$ cat src/rtl/text_pkg.sv
// text_pkg: shared constants and FSM encoding for the 16x16 text buffer.
//   CODE_W / ADDR_W  : character code and {row, col} address widths
//   CHAR_*           : control and fill character codes
//   state_e          : buffer FSM states
//   is_printable()   : codes that are stored at the cursor
package text_pkg;

    localparam int unsigned COLS   = 16;
    localparam int unsigned ROWS   = 16;
    localparam int unsigned COL_W  = $clog2(COLS);
    localparam int unsigned ROW_W  = $clog2(ROWS);
    localparam int unsigned ADDR_W = ROW_W + COL_W;
    localparam int unsigned DEPTH  = COLS * ROWS;
    localparam int unsigned CODE_W = 7;

    localparam logic [CODE_W-1:0] CHAR_SPACE = 7'h20;
    localparam logic [CODE_W-1:0] CHAR_LF    = 7'h0A;
    localparam logic [CODE_W-1:0] CHAR_BS    = 7'h08;
    localparam logic [CODE_W-1:0] CHAR_FF    = 7'h0C;
    localparam logic [CODE_W-1:0] CHAR_CAN   = 7'h18;
    localparam logic [CODE_W-1:0] CHAR_TILDE = 7'h7E;

    typedef enum logic [1:0] {
        CLEAR  = 2'd0,
        IDLE   = 2'd1,
        ROWCLR = 2'd2
    } state_e;

    // 0x18 plus the visible ASCII range are written; everything else is control.
    function automatic logic is_printable(input logic [CODE_W-1:0] c);
        return (c == CHAR_CAN) || ((c >= CHAR_SPACE) && (c <= CHAR_TILDE));
    endfunction

endpackage

$ cat src/rtl/text_buffer_16x16_if.sv
// text_buffer_16x16_if: character input, display read port and status.
//   master : drives char_in/char_valid/clear/char_xy (host side)
//   slave  : drives char_ready/char_code_out/cursor_xy/busy (buffer side)
interface text_buffer_16x16_if;
    import text_pkg::*;

    logic [CODE_W-1:0] char_in;
    logic              char_valid;
    logic              char_ready;
    logic              clear;
    logic [ADDR_W-1:0] char_xy;
    logic [CODE_W-1:0] char_code_out;
    logic [ADDR_W-1:0] cursor_xy;
    logic              busy;

    modport master (
        output char_in, char_valid, clear, char_xy,
        input  char_ready, char_code_out, cursor_xy, busy
    );

    modport slave (
        input  char_in, char_valid, clear, char_xy,
        output char_ready, char_code_out, cursor_xy, busy
    );

endinterface

$ cat src/rtl/char_ram_256x7.sv
// char_ram_256x7: 256 x 7 character store, one write port, one read-first
// synchronous read port, contents not reset.
//   clk             : clock
//   we/waddr/wdata  : synchronous write
//   raddr/rdata     : registered read, returns pre-write data on collision
module char_ram_256x7
    import text_pkg::*;
(
    input  logic              clk,
    input  logic              we,
    input  logic [ADDR_W-1:0] waddr,
    input  logic [CODE_W-1:0] wdata,
    input  logic [ADDR_W-1:0] raddr,
    output logic [CODE_W-1:0] rdata
);

    logic [CODE_W-1:0] mem [DEPTH];

    // Read and write in one block so a same-address access sees old data.
    always_ff @(posedge clk) begin
        if (we) begin
            mem[waddr] <= wdata;
        end
        rdata <= mem[raddr];
    end

endmodule

$ cat src/rtl/text_buffer_16x16.sv
// text_buffer_16x16: 16x16 character screen with a write cursor, line
// wrap, LF/BS/FF handling and full-screen / single-row blanking sweeps.
//   clk, rst : clock, asynchronous active-high reset
//   bus      : slave side of text_buffer_16x16_if (char stream, display
//              read port, cursor position and busy status)
module text_buffer_16x16
    import text_pkg::*;
(
    input  logic                 clk,
    input  logic                 rst,
    text_buffer_16x16_if.slave   bus
);

    state_e            state_q, state_d;
    logic [ADDR_W-1:0] idx_q, idx_d;
    logic [ROW_W-1:0]  row_q, row_d;
    logic [COL_W-1:0]  col_q, col_d;
    logic              busy_q, busy_d;
    logic              force_sp_q, force_sp_d;

    logic              ram_we;
    logic [ADDR_W-1:0] ram_waddr;
    logic [CODE_W-1:0] ram_wdata;
    logic [CODE_W-1:0] ram_rdata;
    logic              ready;
    logic              handshake;
    logic [COL_W-1:0]  col_dec;

    assign ready     = (state_q == IDLE) && !bus.clear;
    assign handshake = bus.char_valid && ready;
    assign col_dec   = col_q - COL_W'(1);

    // Next-state, cursor, sweep counter and write-port decode.
    always_comb begin
        state_d   = state_q;
        idx_d     = idx_q;
        row_d     = row_q;
        col_d     = col_q;
        ram_we    = 1'b0;
        ram_waddr = {row_q, col_q};
        ram_wdata = CHAR_SPACE;

        case (state_q)
            CLEAR: begin
                ram_we    = 1'b1;
                ram_waddr = idx_q;
                idx_d     = idx_q + ADDR_W'(1);
                if (idx_q == ADDR_W'(DEPTH - 1)) begin
                    state_d = IDLE;
                end
            end

            // Low idx bits sweep the columns of the (already advanced) cursor row.
            ROWCLR: begin
                ram_we    = 1'b1;
                ram_waddr = {row_q, idx_q[COL_W-1:0]};
                idx_d     = idx_q + ADDR_W'(1);
                if (idx_q[COL_W-1:0] == COL_W'(COLS - 1)) begin
                    state_d = IDLE;
                end
            end

            IDLE: begin
                if (handshake) begin
                    if (is_printable(bus.char_in)) begin
                        ram_we    = 1'b1;
                        ram_wdata = bus.char_in;
                        if (col_q == COL_W'(COLS - 1)) begin
                            col_d   = '0;
                            row_d   = row_q + ROW_W'(1);
                            idx_d   = '0;
                            state_d = ROWCLR;
                        end else begin
                            col_d = col_q + COL_W'(1);
                        end
                    end else if (bus.char_in == CHAR_LF) begin
                        col_d   = '0;
                        row_d   = row_q + ROW_W'(1);
                        idx_d   = '0;
                        state_d = ROWCLR;
                    end else if (bus.char_in == CHAR_BS) begin
                        if (col_q != '0) begin
                            col_d     = col_dec;
                            ram_we    = 1'b1;
                            ram_waddr = {row_q, col_dec};
                        end
                    end else if (bus.char_in == CHAR_FF) begin
                        row_d   = '0;
                        col_d   = '0;
                        idx_d   = '0;
                        state_d = CLEAR;
                    end
                end
            end

            default: begin
                idx_d   = '0;
                state_d = CLEAR;
            end
        endcase

        // clear wins over everything, restarting any sweep from cell 0.
        if (bus.clear) begin
            ram_we  = 1'b0;
            row_d   = '0;
            col_d   = '0;
            idx_d   = '0;
            state_d = CLEAR;
        end
    end

    // Registered status: busy tracks the next state, and the read pipe
    // remembers whether its sample was taken during a full clear.
    always_comb begin
        busy_d     = (state_d != IDLE);
        force_sp_d = (state_q == CLEAR);
    end

    always_ff @(posedge clk or posedge rst) begin
        if (rst) begin
            state_q    <= CLEAR;
            idx_q      <= '0;
            row_q      <= '0;
            col_q      <= '0;
            busy_q     <= 1'b1;
            force_sp_q <= 1'b1;
        end else begin
            state_q    <= state_d;
            idx_q      <= idx_d;
            row_q      <= row_d;
            col_q      <= col_d;
            busy_q     <= busy_d;
            force_sp_q <= force_sp_d;
        end
    end

    char_ram_256x7 u_ram (
        .clk   (clk),
        .we    (ram_we),
        .waddr (ram_waddr),
        .wdata (ram_wdata),
        .raddr (bus.char_xy),
        .rdata (ram_rdata)
    );

    assign bus.char_ready    = ready;
    assign bus.busy          = busy_q;
    assign bus.cursor_xy     = {row_q, col_q};
    assign bus.char_code_out = force_sp_q ? CHAR_SPACE : ram_rdata;

endmodule
$ cat src/flat_wrapper.sv
// flat-port wrapper written by rule: the top's interface ports become plain ports
module text_buffer_16x16_flat import text_pkg::*;
  (clk, rst, bus_char_in, bus_char_valid, bus_clear, bus_char_xy, bus_char_ready, bus_char_code_out, bus_cursor_xy, bus_busy);
  text_buffer_16x16_if bus_i ();
  input  logic clk;
  input  logic rst;
  input wire logic [$bits(bus_i.char_in)-1:0] bus_char_in;
  input wire logic [$bits(bus_i.char_valid)-1:0] bus_char_valid;
  input wire logic [$bits(bus_i.clear)-1:0] bus_clear;
  input wire logic [$bits(bus_i.char_xy)-1:0] bus_char_xy;
  output wire logic [$bits(bus_i.char_ready)-1:0] bus_char_ready;
  output wire logic [$bits(bus_i.char_code_out)-1:0] bus_char_code_out;
  output wire logic [$bits(bus_i.cursor_xy)-1:0] bus_cursor_xy;
  output wire logic [$bits(bus_i.busy)-1:0] bus_busy;
  assign bus_i.char_in = bus_char_in;
  assign bus_i.char_valid = bus_char_valid;
  assign bus_i.clear = bus_clear;
  assign bus_i.char_xy = bus_char_xy;
  assign bus_char_ready = bus_i.char_ready;
  assign bus_char_code_out = bus_i.char_code_out;
  assign bus_cursor_xy = bus_i.cursor_xy;
  assign bus_busy = bus_i.busy;
  text_buffer_16x16 u_core (.clk(clk), .rst(rst), .bus(bus_i));
endmodule
$ cat config.mk
export PLATFORM = sky130hd
export DESIGN_NAME = text_buffer_16x16_flat
export DESIGN_NICKNAME = d
export VERILOG_FILES = /design/src/rtl/text_pkg.sv /design/src/rtl/text_buffer_16x16_if.sv /design/src/rtl/char_ram_256x7.sv /design/src/rtl/text_buffer_16x16.sv /design/src/flat_wrapper.sv
export SDC_FILE = /design/constraint.sdc
export NUM_CORES = 2
export LEC_CHECK = 0
export CORE_UTILIZATION = 65
export CTS_CLUSTER_SIZE = 28
export DETAILED_ROUTE_END_ITERATION = 7
export PLACE_DENSITY = 0.81
export SKIP_LAST_GASP = 1
export SLEW_MARGIN = 5
export SYNTH_ARGS = -nofsm -noshare
export SYNTH_HDL_FRONTEND = slang
export SYNTH_HIERARCHICAL = 1
export SYNTH_SLANG_ARGS = --single-unit
$ cat constraint.sdc
create_clock -name clk -period 15.1 [get_ports clk]
set_clock_uncertainty 0.2 [all_clocks]
set_input_delay 1.51 -clock clk [delete_from_list [all_inputs] [get_ports clk]]
set_output_delay 1.51 -clock clk [all_outputs]
set_load 0.05 [all_outputs]
; ---- Word-level counts from Yosys, hierarchy flattened
; Memory sizes are Yosys's and may differ from the RTL's. A register that Yosys moved wholly into a read port is not among the register bits.
; Cells that the tools add are included.
[op_classes]
order_cmp = 2
eq_ne = 17
reduce_logical = 15
n_addsub = 4
mux = 53
[ops]
columns = cell, n
row1 = two-way mux 4 bit, 21
row2 = two-way mux 8 bit, 7
row3 = two-way mux 7 bit, 4
row4 = case mux 8 bit (3 select lines), 1
row5 = "equality test 7 x 4 -> 1 bit, second input constant", 3
row6 = two-way mux 2 bit, 9
row7 = case mux 8 bit (2 select lines), 1
row8 = "!= test 5 bit, second input constant", 2
row9 = "adder 4 x 1 -> 4 bit, second input constant", 2
row10 = "adder 8 x 1 -> 8 bit, second input constant", 1
row11 = "equality test 4 bit, second input constant", 2
row12 = "equality test 8 bit, second input constant", 1
row13 = two-way mux 1 bit, 8
row14 = AND reduction 4 bit, 2
row15 = nonzero test 4 bit, 2
row16 = "equality test 7 x 5 -> 1 bit, second input constant", 1
row17 = "greater-or-equal comparator 7 x 6 -> 1 bit, second input constant", 1
row18 = "<= comparator 7 bit, second input constant", 1
row19 = case mux 2 bit (3 select lines), 1
row20 = "!= test 5 x 3 -> 1 bit, second input constant", 1
row21 = AND reduction 5 bit, 1
row22 = nonzero test 5 bit, 1
row23 = "!= test 4 x 2 -> 1 bit, second input constant", 1
row24 = "!= test 4 bit, second input constant", 1
row25 = other kinds (13), 16
[totals]
mem_count = 1
in_bits = 19
elab_cells = 98
ram_bits = 1792
output_inout_bits = 17
register_bits = 20
[mem_list]
columns = memory, depth, width, read_ports, rd_ports_with_merged_regs, wr, line_no
row1 = u_core.u_ram.mem, 256, 7, 1, 1, 1, char_ram_256x7.sv:17  ; logic [CODE_W-1:0] mem [DEPTH];

; ---- Longest topological paths before layout
[logic_depth]
ltp_word = 10
depth_mapped = 12
depth_no_buf = 10

; ---- Cells and area by module
; The synthesis kept the hierarchy.
[modules_own_cells]
columns = module, cells_per_inst, instances, seq_area_each_um2, area_per_inst_um2
row1 = char_ram_256x7, 3381, 1, 53951.7, 70197.3
row2 = text_buffer_16x16, 209, 1, 503.0, 1687.9

; ---- Worst setup path before layout
; Ideal clock, no wire load.
[synth_path]
kind = input-to-reg
startpoint = in bus_char_in[1]
endpoint = mem u_core.u_ram.mem[0][0] (data pin)
setup_ns = 0.866
n_path_buf = 2
path_slack_ns = 8.187
stages = 6
t_arrival_ns = 5.847
cell_sequence = buf_6 nor4b_4 a21oi_1 buf_2 nor3_2 and2_1
[synth_between]
elab_chain_cells = 6
elab_cells_between_ends = 8
[synth_rtl]
columns = element, line_no
row1 = start: declaration, flat_wrapper.sv:7  ; input wire logic [$bits(bus_i.char_in)-1:0] bus_char_in;
row2 = greater-or-equal comparator 7 x 6 -> 1 bit or <= comparator 7 bit (tied branches), text_pkg.sv:31  ; return (c == CHAR_CAN) || ((c >= CHAR_SPACE) && (c <= CHAR_TILDE));
row3 = logical AND 1 bit, text_pkg.sv:31
row4 = logical OR 1 bit *, text_pkg.sv:31
row5 = two-way mux 7 bit *, text_buffer_16x16.sv:65  ; if (is_printable(bus.char_in)) begin
row6 = two-way mux 7 bit *, text_buffer_16x16.sv:64  ; if (handshake) begin
row7 = two-way mux 7 bit *, text_buffer_16x16.sv:43  ; case (state_q)
row8 = net u_core.ram_wdata[0], text_buffer_16x16.sv:23  ; logic [CODE_W-1:0] ram_wdata;
row9 = end: declaration, char_ram_256x7.sv:17
; Mark *: on every way through the listed nets, which the timed path passes. The rest lies on a longest branch.

; ---- Final worst setup path
[layout_path]
startpoint = in bus_clear
endpoint = mem u_core.u_ram.mem[120][1] (enable)
[layout_between]
elab_cells_between_ends = 10
[layout_lines]
columns = element, line_no
row1 = start: declaration, flat_wrapper.sv:9  ; input wire logic [$bits(bus_i.clear)-1:0] bus_clear;
row2 = zero test 1 bit, text_buffer_16x16.sv:29  ; assign ready = (state_q == IDLE) && !bus.clear;
row3 = logical AND 1 bit, text_buffer_16x16.sv:29
row4 = logical AND 1 bit, text_buffer_16x16.sv:30  ; assign handshake = bus.char_valid && ready;
row5 = two-way mux 4 bit, text_buffer_16x16.sv:64
row6 = case mux 8 bit (3 select lines), text_buffer_16x16.sv:43
row7 = net u_core.ram_waddr[3], text_buffer_16x16.sv:22  ; logic [ADDR_W-1:0] ram_waddr;
; The timed path passes the listed nets, and every way through them passes these cells.

==> summary.md <==
| Metric | Value |
|---|---|
| H-tree depth | 4 |
| Critical Path Sink Type | register |
| CP required | 15.28 ns |
| Final GP Congestion | 0.9001 |
| Distinct cells, synth | between 70 and 80 |
| Synth area leaders | edfxtp_1 (75%), mux4_2 (12%), mux2i_1 (2.2%) |
| Cells along the critical path | clkdlybuf4s50_1, nand4bb_1, nor3_4, nand2_1, or3_1, a31oi_1, nor2b_1, nand3_2, nor2_1 |
| Synth Flop Type | edfxtp_1 |
| Final setup TNS | 0 ns |
| Rel. slew slack | 14.69% |
| Max_cap viols | 0 |
| Maximum clock frequency | 0.1520 GHz |
| Yosys top cell area share | between 70 and 80% |
| Die Y | 334.6 µm |
| Hold path depth | 1 |
| Inserted Clock Buffers | 169 |
| Worst Path Arrival | 6.76 ns |
| Critical Setup Path Class | input port to register |
| Synth area leader | edfxtp_1 |
| Drt wl/cell | about 35 µm |
| Number of gates resized after cts | 0 |
| RSZ-0062 raised after global routing | false |
| Die area | 111,900 µm² |
| CTS tree | yes |
| Slowest cell on the critical path | nand3_2 |
| Top cells by count, synth | edfxtp_1 (1,792), mux4_2 (380), nor2_1 (314) |
| Starting Density | about 66% |
| Synthesis-to-layout area growth | 9.275% |
| Initial DRC Count | just over 6,000 |
| P_leak | 28.39 nW |
| Final hold violations | 0 |
| First-pass GRT wire length | 261,300 µm |
| Dpl hpwl | 102,000 µm |
| Crit-path max FO | 16 |
| Most frequent cell after synthesis | edfxtp_1 |
| Via density | 7.260 |
| R2R depth | 8 |
| NumNets Final | ~3,700 |
| I/O pin cnt | 36 |
| # rows | 121 |
| Final Cycle Share | 43.56% |
| Drt pass-1 iters | 7 |
| Die X-Extent | 334.6 µm |
| CORE AREA | 109,300 µm² |
| Worst-path clk slew | 0.06 ns |
| Via count | 38,150 |
| Post-synth EDFFs | 1,792 |
| PwrDens | between 100 and 150 nW/µm² |
| Sink Count | between 1,500 and 2,000 |
| # port buffers | 35 |
| Post-CTS Setup Inserts | 0 |
| DRC viols | 0 |
| Post-route ant nets | 0 |
| Count of final max-slew check failures | 0 |
| Util after Layout | 71.86% |
| Total grt overflow | 0 |
| WL final | roughly 180,000 µm |
| Largest net degree at the start of global routing | 197 |
| CP max stage delay | 1.02 ns |
| Endpoints failing setup | 0 |
| Via count of the first global-routing pass | 37,710 |
| Syn Area/Cell | 20.02 µm² |
| R2R Setup Slk | 9.41 ns |
| Synthesized flop and latch total | 1,819 |
| Synth warnings | 6 |
| CTS Buffer Depth | 3 |
| Total track usage | about 33% |
| Mapped Cells | 3,590 |
| Synth Cell Area | 71,890 µm² |
| Hold path start | u_core/idx_q[0] |
| Max VDD drop | between 0.1 and 0.15 mV |
| Seq/Total Area, Yosys | between 70% and 80% |
| Ys async rst share | 1.100% |
| Pin slew with the least headroom to its limit | 1.266 ns |
| Reg-to-reg endpoint | u_core/u_ram/mem[120][1] |
| Hold Crit Class | register to register |
| Share of post-route cells with drive strength above 1 | 19.50% |
| R2r startpoint | u_core/state_q[0] |
| Status | completed |
| CP startpoint kind | input port |
| Worst-Skew Late Latency | 0.77 ns |
| Worst hold endpoint | u_core/idx_q[0] |
| Syn Nets | 3,613 |
| Clock Tree Root | clkbuf_16 |
| Initial antenna violation count | 10 |
| Hold-fix buffers at CTS | 0 |
| Minimum clock period | 6.578 ns |
[metal layers]
layer	part of all wire [%]	routed length (µm)	global-route usage (%)	up-vias
met5	0.074	134	0	-
met2	46	84460	49.68	3225
li1	-	-	-	14930
met4	4.5	8255	13.81	20
met3	14	26270	9.946	590
met1	35	62780	45.67	19390
[final cells by class]
type | count | area (µm²)
diodes | 5 | 12.51
inverters | 17 | 63.81
well taps | 1476 | 1847
multi-input cells | 1541 | 16000
repair buffers | 90 | 825.8
flip-flops and latches | 1819 | 54450
clock inverters | 94 | 849.6
clock buffers | 213 | 4499
fillers | 6059 | 30750
[per-stage QoR]
step	instance area [µm²]	power (W)	instances	hold slack (ns)	setup WS [ns]
floorplan	71890	0.005789	3590	0.2836	8.187
global placement	73190	0.005864	4943	0.3245	8.268
detailed placement	73190	0.005868	4943	0.3416	8.094
CTS	78540	0.009955	5250	0.3585	8.785
global route	78540	0.01014	5250	0.3830	8.281
finish	78550	0.009935	5255	0.3632	8.522
[kinds of logic after synthesis]
logic type,Yosys count,share of synthesized area [%]
AO/OA/AOI/OAI,341,3.396
XOR/XNOR,3,0.03656
adder cells (fa/ha/maj),4,0.06962
buffers and inverters,230,2.063
flip-flops,1819,75.75
multiplexers,554,14.56
AND/OR/NAND/NOR,639,4.118
[registers in the layout, indices dropped and copies added (netlist names)]
register,count
u_core/bus.busy,1
u_core/col_q,4
u_core/force_sp_q,1
u_core/idx_q,8
u_core/row_q,4
u_core/state_q,2
u_core/u_ram/mem,1792
u_core/u_ram/rdata,7
[placed cells by master, fill, tap and decap left out, types with 15 or more instances in the layout]
master           Yosys  routed
a21oi_1             58      58
a221oi_1            20      20
a22o_1              15      15
a22oi_1             61      61
buf_4               22      52
clkbuf_1            93      38
clkbuf_16            0     173
clkdlybuf4s50_1      0      30
clkinv_1             0      23
clkinv_2             0      40
dfrtp_1             18      18
edfxtp_1          1792    1792
inv_1               16      16
mux2i_1            158     158
mux4_2             380     380
nand2_1             88      87
nand3_1             52      49
nor2_1             314     312
nor2b_1             26      26
nor3_1              39      39
nor4_1              36      36
o21ai_0             22      22
o22ai_1             66      66
[worst max-delay path: cells and delay by family]
kind                   cells  cell delay [ns]
AOI/OAI and AO/OA          1             0.70
and+or+nand+nor            7             3.82
buffers and inverters      1             0.70
[worst max path at each step]
stage,cells past startpoint,endpoint,start
finish,9,u_core/u_ram/mem[120][1],bus_clear
global route,9,u_core/u_ram/mem[106][1],bus_clear
CTS,10,u_core/u_ram/mem[11][0],bus_clear
detailed placement,9,u_core/u_ram/mem[120][0],bus_clear
global placement,10,u_core/u_ram/mem[43][1],bus_clear
floorplan,6,u_core/u_ram/mem[0][0],bus_char_in[1]
[power by group]
| group | internal, W | switching [W] |
|---|---|---|
| logic | 0.000103 | 0.000204 |
| clock network | 0.00234 | 0.00182 |
| registers | 0.00546 | 0.00000221 |
| total | 0.00791 | 0.00203 |
Note: power is estimated with default switching activity, not from simulation.
